==> config.mk <==
export PLATFORM = sky130hd
export DESIGN_NAME = requant_stream
export DESIGN_NICKNAME = d
export VERILOG_FILES = /design/src/rtl/requant_pkg.sv /design/src/rtl/requant_scale_tbl.sv /design/src/rtl/requant_stream.sv
export SDC_FILE = /design/constraint.sdc
export NUM_CORES = 1
export LEC_CHECK = 0
export CAP_MARGIN = 20
export CORE_UTILIZATION = 55
export CTS_CLUSTER_SIZE = 24
export DETAILED_ROUTE_END_ITERATION = 10
export GPL_TIMING_DRIVEN = 0
export PLACE_DENSITY = 0.71
export SYNTH_ARGS = -nofsm -noshare
export SYNTH_HDL_FRONTEND = slang
export SYNTH_SLANG_ARGS = --single-unit
export TNS_END_PERCENT = 50
==> constraint.sdc <==
create_clock -name clk_i -period 8.95 [get_ports clk_i]
set_clock_uncertainty 0.15 [all_clocks]
set_input_delay 0.895 -clock clk_i [delete_from_list [all_inputs] [get_ports clk_i]]
set_output_delay 0.895 -clock clk_i [all_outputs]
set_load 0.02 [all_outputs]
==> src/rtl/requant_pkg.sv <==
// requant_pkg: shared requantiser constants and the output saturation helper
package requant_pkg;
    localparam int SHIFT_MATVEC = 22;
    localparam int SHIFT_QK     = 19;
    localparam int SCALE_UNITY  = 32768;

    // Clamp a wide signed value into the range of an out_w-bit signed number
    function automatic logic signed [63:0] sat_signed(input logic signed [63:0] value, input int out_w);
        logic signed [63:0] hi;
        logic signed [63:0] lo;
        hi = (64'sd1 <<< (out_w - 1)) - 64'sd1;
        lo = -(64'sd1 <<< (out_w - 1));
        return value > hi ? hi : (value < lo ? lo : value);
    endfunction
endpackage

==> src/rtl/requant_scale_tbl.sv <==
// requant_scale_tbl: per-channel scale register array, one write port, one combinational read port
//   clk_i, rst_ni      : clock, asynchronous active-low reset (all entries -> DEFAULT_SCALE)
//   we_i/waddr_i/wdata_i : write port
//   raddr_i/rdata_o    : read port (returns the value before any same-cycle write)
module requant_scale_tbl
    import requant_pkg::*;
#(
    parameter int NUM_CH = 8,
    parameter int CH_W = $clog2(NUM_CH),
    parameter int SCALE_W = 16,
    parameter logic [SCALE_W-1:0] DEFAULT_SCALE = SCALE_W'(SCALE_UNITY)
) (
    input  logic               clk_i,
    input  logic               rst_ni,
    input  logic               we_i,
    input  logic [CH_W-1:0]    waddr_i,
    input  logic [SCALE_W-1:0] wdata_i,
    input  logic [CH_W-1:0]    raddr_i,
    output logic [SCALE_W-1:0] rdata_o
);
    logic [SCALE_W-1:0] mem [NUM_CH];

    always_ff @(posedge clk_i or negedge rst_ni) begin
        if (!rst_ni) begin
            for (int i = 0; i < NUM_CH; i++) mem[i] <= DEFAULT_SCALE;
        end else if (we_i && 32'(waddr_i) < NUM_CH) begin
            mem[waddr_i] <= wdata_i;
        end
    end

    assign rdata_o = mem[raddr_i];
endmodule

==> src/rtl/requant_stream.sv <==
// requant_stream: 3-stage streaming requantiser q = sat(round_or_floor((acc * scale[ch]) >>> SHIFT))
//   clk_i, rst_ni          : clock, asynchronous active-low reset
//   valid_i/ready_o        : input handshake; acc_i, last_i (row end), round_i (per-beat rounding)
//   valid_o/ready_i        : output handshake; q_o, last_o, sat_o (beat was clamped)
//   scale_we_i/addr/data   : run-time scale table write
//   sat_clr_i/sat_cnt_o    : saturating count of clamped output transfers
module requant_stream
    import requant_pkg::*;
#(
    parameter int ACC_W = 24,
    parameter int SCALE_W = 16,
    parameter int SHIFT = SHIFT_MATVEC,
    parameter int OUT_W = 8,
    parameter int NUM_CH = 8,
    parameter int CH_W = $clog2(NUM_CH),
    parameter int SAT_CNT_W = 16,
    parameter int DEFAULT_SCALE = SCALE_UNITY
) (
    input  logic                    clk_i,
    input  logic                    rst_ni,
    input  logic                    valid_i,
    output logic                    ready_o,
    input  logic signed [ACC_W-1:0] acc_i,
    input  logic                    last_i,
    input  logic                    round_i,
    output logic                    valid_o,
    input  logic                    ready_i,
    output logic signed [OUT_W-1:0] q_o,
    output logic                    last_o,
    output logic                    sat_o,
    input  logic                    scale_we_i,
    input  logic [CH_W-1:0]         scale_addr_i,
    input  logic [SCALE_W-1:0]      scale_data_i,
    input  logic                    sat_clr_i,
    output logic [SAT_CNT_W-1:0]    sat_cnt_o
);
    localparam int PW = ACC_W + SCALE_W + 1;
    localparam logic signed [PW:0] HALF = {{PW{1'b0}}, 1'b1} << (SHIFT - 1);

    logic                    adv;
    logic                    accept;
    logic [CH_W-1:0]         ch;
    logic [SCALE_W-1:0]      scale_rd;
    logic                    s1_v, s1_last, s1_round;
    logic signed [ACC_W-1:0] s1_acc;
    logic [SCALE_W-1:0]      s1_scale;
    logic                    s2_v, s2_last, s2_round;
    logic signed [PW-1:0]    s2_prod;
    logic signed [PW:0]      s3_sum;
    logic signed [PW:0]      s3_shr;
    logic signed [63:0]      s3_wide;
    logic signed [63:0]      s3_clamp;
    logic signed [OUT_W-1:0] s3_q;
    logic                    s3_sat;

    // The whole pipe freezes only when the output register holds an unaccepted beat
    assign adv     = !(valid_o && !ready_i);
    assign ready_o = adv;
    assign accept  = valid_i && ready_o;

    requant_scale_tbl #(
        .NUM_CH(NUM_CH),
        .CH_W(CH_W),
        .SCALE_W(SCALE_W),
        .DEFAULT_SCALE(SCALE_W'(DEFAULT_SCALE))
    ) u_tbl (
        .clk_i(clk_i),
        .rst_ni(rst_ni),
        .we_i(scale_we_i),
        .waddr_i(scale_addr_i),
        .wdata_i(scale_data_i),
        .raddr_i(ch),
        .rdata_o(scale_rd)
    );

    always_ff @(posedge clk_i or negedge rst_ni) begin
        if (!rst_ni) ch <= '0;
        else if (accept) ch <= (last_i || 32'(ch) == NUM_CH - 1) ? '0 : ch + 1'b1;
    end

    always_comb begin
        s3_sum   = {s2_prod[PW-1], s2_prod} + (s2_round ? HALF : '0);
        s3_shr   = s3_sum >>> SHIFT;
        s3_wide  = 64'(s3_shr);
        s3_clamp = sat_signed(s3_wide, OUT_W);
        s3_q     = s3_clamp[OUT_W-1:0];
        s3_sat   = s3_clamp != s3_wide;
    end

    always_ff @(posedge clk_i or negedge rst_ni) begin
        if (!rst_ni) begin
            s1_v     <= 1'b0;
            s1_acc   <= '0;
            s1_last  <= 1'b0;
            s1_round <= 1'b0;
            s1_scale <= '0;
            s2_v     <= 1'b0;
            s2_prod  <= '0;
            s2_last  <= 1'b0;
            s2_round <= 1'b0;
            valid_o  <= 1'b0;
            q_o      <= '0;
            last_o   <= 1'b0;
            sat_o    <= 1'b0;
        end else if (adv) begin
            s1_v     <= accept;
            s1_acc   <= acc_i;
            s1_last  <= last_i;
            s1_round <= round_i;
            s1_scale <= scale_rd;
            s2_v     <= s1_v;
            s2_prod  <= PW'(s1_acc) * $signed(PW'({1'b0, s1_scale}));
            s2_last  <= s1_last;
            s2_round <= s1_round;
            valid_o  <= s2_v;
            q_o      <= s3_q;
            last_o   <= s2_last;
            sat_o    <= s3_sat;
        end
    end

    // Clear beats a same-cycle increment
    always_ff @(posedge clk_i or negedge rst_ni) begin
        if (!rst_ni) sat_cnt_o <= '0;
        else if (sat_clr_i) sat_cnt_o <= '0;
        else if (valid_o && ready_i && sat_o && sat_cnt_o != '1) sat_cnt_o <= sat_cnt_o + 1'b1;
    end
endmodule
==> metrics.md <==
| Metric | Value |
|---|---|
| Outcome | finished clean |
| Initial Utilization | 55.8% |
| FF-to-FF path depth | 23 |
| WP buf/inv | 7 |
| RSZ-0062 raised after global routing | no |
| Crit path depth | 23 |
| Hold_buf cts | 0 |
| Die Y | 209 um |
| Period utilisation layout | 83.3% |
| Synth area leader | fa_1 |
| Met3 global-route usage | 4.38% |
| Filler cell count | 3522 |
| Mean Syn Cell Area | 10.2 sq um |
| Syn Inst Count | 2310 |
| First-pass DRT Iterations | 5 |
| Buffer levels on the longest clock path | 3 |
| Slowest Stage Delay on Critical Path | 0.62 ns |
| Post-route minimum period | 7.46 ns |
| GRT met2 Usage | 48.2% |
| Routed vias | 16.6k |
| Row Count | 75 |
| Synth Cell Area | 23500 sq um |
| Share of layout cells above drive strength 1 | 9.17% |
| Die X | 209 um |
| DRC viols | 0 |
| DRT antenna net count | 0 |
| First-pass GRT wire length | 96.8 mm |
| Seq cells post-synth | 224 |
| Crit path max-delay family | adder cells |
| Crit Reg-Reg Endpoint | s2_prod[38]$_DFFE_PN0N_ |
| Worst path most repeated cell | fa_1 |
| Clk root buf | clkbuf_16 |
| Setup WS pre-CTS | 1.56 ns |
| Arr. time, crit path | 7.71 ns |
| Critical path class | register to register |
| Fin. Hold Viols | 0 |
| Register area | 5620 sq um |
| Worst reg2reg setup slack | 1.49 ns |
| DR vias/cell | 5.58 |
| Gp weighted congestion | 0.975 |
| Critical Path, Cell by Cell | clkbuf_1, nand2_1, fa_1, inv_1, fa_1, inv_1, fa_1, inv_1, fa_1, fa_1, inv_1, fa_1, inv_1, ha_1, a211o_1, o211ai_1, o2111ai_1, a22o_1, buf_2, a221oi_1, o311ai_0, xnor2_1, o21ai_0 |
| Input/output buffers | 73 |
| HP Class | input pin to asynchronous set/reset pin |
| Post-detail-place hpwl | 46.8 mm |
| Slew margin rel. | 26.9% |
| Core Area | 42000 sq um |
| Critical Path Fanout Max | 10 |
| Slowest CP cell | clkbuf_1 |
| Max Clk Rate | 134 MHz |
| Boundary Pins | 79 |
| Setup Viol. Count Final | 0 |
| Worst-Skew Late Latency | 0.56 ns |
| Clk pin slew, worst setup/hold paths | 0.06 ns |
| Largest cells by area after synthesis | fa_1, dfrtp_1, inv_1 |
| Top_reg_cell synth | dfrtp_1 |
| Initial DRC Count | 1092 |
| Drt wl/cell | 20.2 um |
| CP startpoint kind | register |
| Nets@finish | 2943 |
| Vias in the first global route | 18.0k |
| CTS tree | built |
| Initial antenna violation count | 1 |
| Sequential share of the synthesized area | 23.9% |
| CTS buffer count | 24 |
| Full die area | 43500 sq um |
| Drt total wl | 59.9 mm |
| Critical path endpoint category | register |
| CTS H-tree depth | 1 |
| Total clock sinks | 224 |
| Slew @ Worst Pin | 1.09 ns |
| WHS | 0.197 ns |
| Multi-input gate area in the final layout | 15700 sq um |
| Asr flop ratio synth | 100% |
| Max-slew violations | 0 |
| Met1 GRT Util | 38.6% |
| Post-cts sizing count | 0 |
| Area after DPL | 24900 sq um |
| Syn. warnings | 0 |
| GRT overflow | 0 |
| Layout area overhead | 9.69% |
| Post-CTS Setup Bufs | 0 |
| Busiest grt layer | met2 |
| EDFF count, synth | 0 |
| Count of different cell masters after synthesis | 63 |
| Syn_nets | 2840 |
| Fin area | 25700 sq um |
| Worst path required time | 9.20 ns |
| GRT Overall Usage | 29.2% |
| Final worst slack | 1.49 ns |
| Share of the synthesized area in the top cell type | 32.0% |
| Pin count of the biggest net entering global routing | 122 |
| Worst reg2reg startpoint | s1_scale[9]$_DFFE_PN0N_ |
| Antenna Cells | 0 |
| Max-cap viol count | 0 |
placed cells by master (no fill, tap or decap), drive strengths merged, types with 37 or more instances in the layout:
cell and count:
fa 375, and2 157, o21ai 37, clkdlybuf4s50 72, dfrtp 216, inv 449, nand2 372, clkbuf 125
nor2 50, ha 104, mux2 129
through the flow:
| stage | utilization (%) | TNS (ns) | std cells |
|---|---|---|---|
| final | 61.2 | 0 | 2970 |
| after global routing | 61.2 | 0 | 2970 |
| after CTS | 61.2 | 0 | 2967 |
| after detailed placement | 59.2 | 0 | 2923 |
| after global placement | 59.1 | -519.74 | 2922 |
| after floorplan | - | 0 | 2310 |
worst max-delay path by stage:
stage                             from                   endpoint  slack, ns
2_1_floorplan   s1_acc[23]$_DFFE_PN0N_    s2_prod[37]$_DFFE_PN0N_       2.61
3_3_place_gp                    rst_ni  u_tbl.mem[83]$_DFFE_PN0P_      -2.44
3_5_place_dp   s1_scale[9]$_DFFE_PN0N_    s2_prod[38]$_DFFE_PN0N_       1.56
4_1_cts         s1_acc[15]$_DFFE_PN0N_    s2_prod[38]$_DFFE_PN0N_       1.53
5_1_grt        s1_scale[3]$_DFFE_PN0N_    s2_prod[37]$_DFFE_PN0N_       1.10
6_report       s1_scale[9]$_DFFE_PN0N_    s2_prod[38]$_DFFE_PN0N_       1.49
area by class of cell:
cell class	count	share of cell area, %
multi-input cells	1531	61.2
clock buffers	34	2.67
plain buffers	106	1.58
inverters	449	6.55
well taps	539	2.62
clock inverters	10	0.511
flip-flops and latches	224	21.8
repair buffers	77	3.02
layer usage:
layer  routed length, um  up-vias
met1               24200     8527
met4                2840        0
met3                4220      136
met2               28600      568
met5                   0        -
li1                    -     7341
sequential cells by signal, indices dropped and copies added, names as in the netlist:
signal and cells:
ch 3, s2_v 1, s1_scale 16, q_o 8
sat_cnt_o 16, s1_acc 24, valid_o 1, s1_last 1
u_tbl.mem 128, s2_prod 20, last_o 1, s1_v 1
s1_round 1, s2_round 1, s2_last 1, sat_o 1
cells by family after synthesis:
logic type	after synthesis	share of synthesized area [%]
xor gates and xnor gates	45	1.68
AOI/OAI and AO/OA	144	4.04
and+or+nand+nor	682	13.7
muxes	181	10.1
buffers and inverters	555	8.91
adders and majority gates	479	37.6
DFF	224	23.9
cells in the mapped netlist, drive strengths merged (5+ instances only):
master and n:
ha 104, nand4 13, and2 157, a21o 16, nand2b 5, buf 17, o22a 8, nand2 372
dfstp 8, inv 449, nand3 23, nor2b 5, and4 6, xor2 22, xnor2 23, nor3b 5
mux2i 20, a21oi 32, dfrtp 216, mux4 32, nor3 11, o21a 6, and3 19, o211ai 6
o21ai 37, a22o 5, clkbuf 89, mux2 129, fa 375, nor2 50
Power is left out: the tool's default activity adds up to more than one toggle a clock period on the data nets, which glitch-free logic cannot reach.
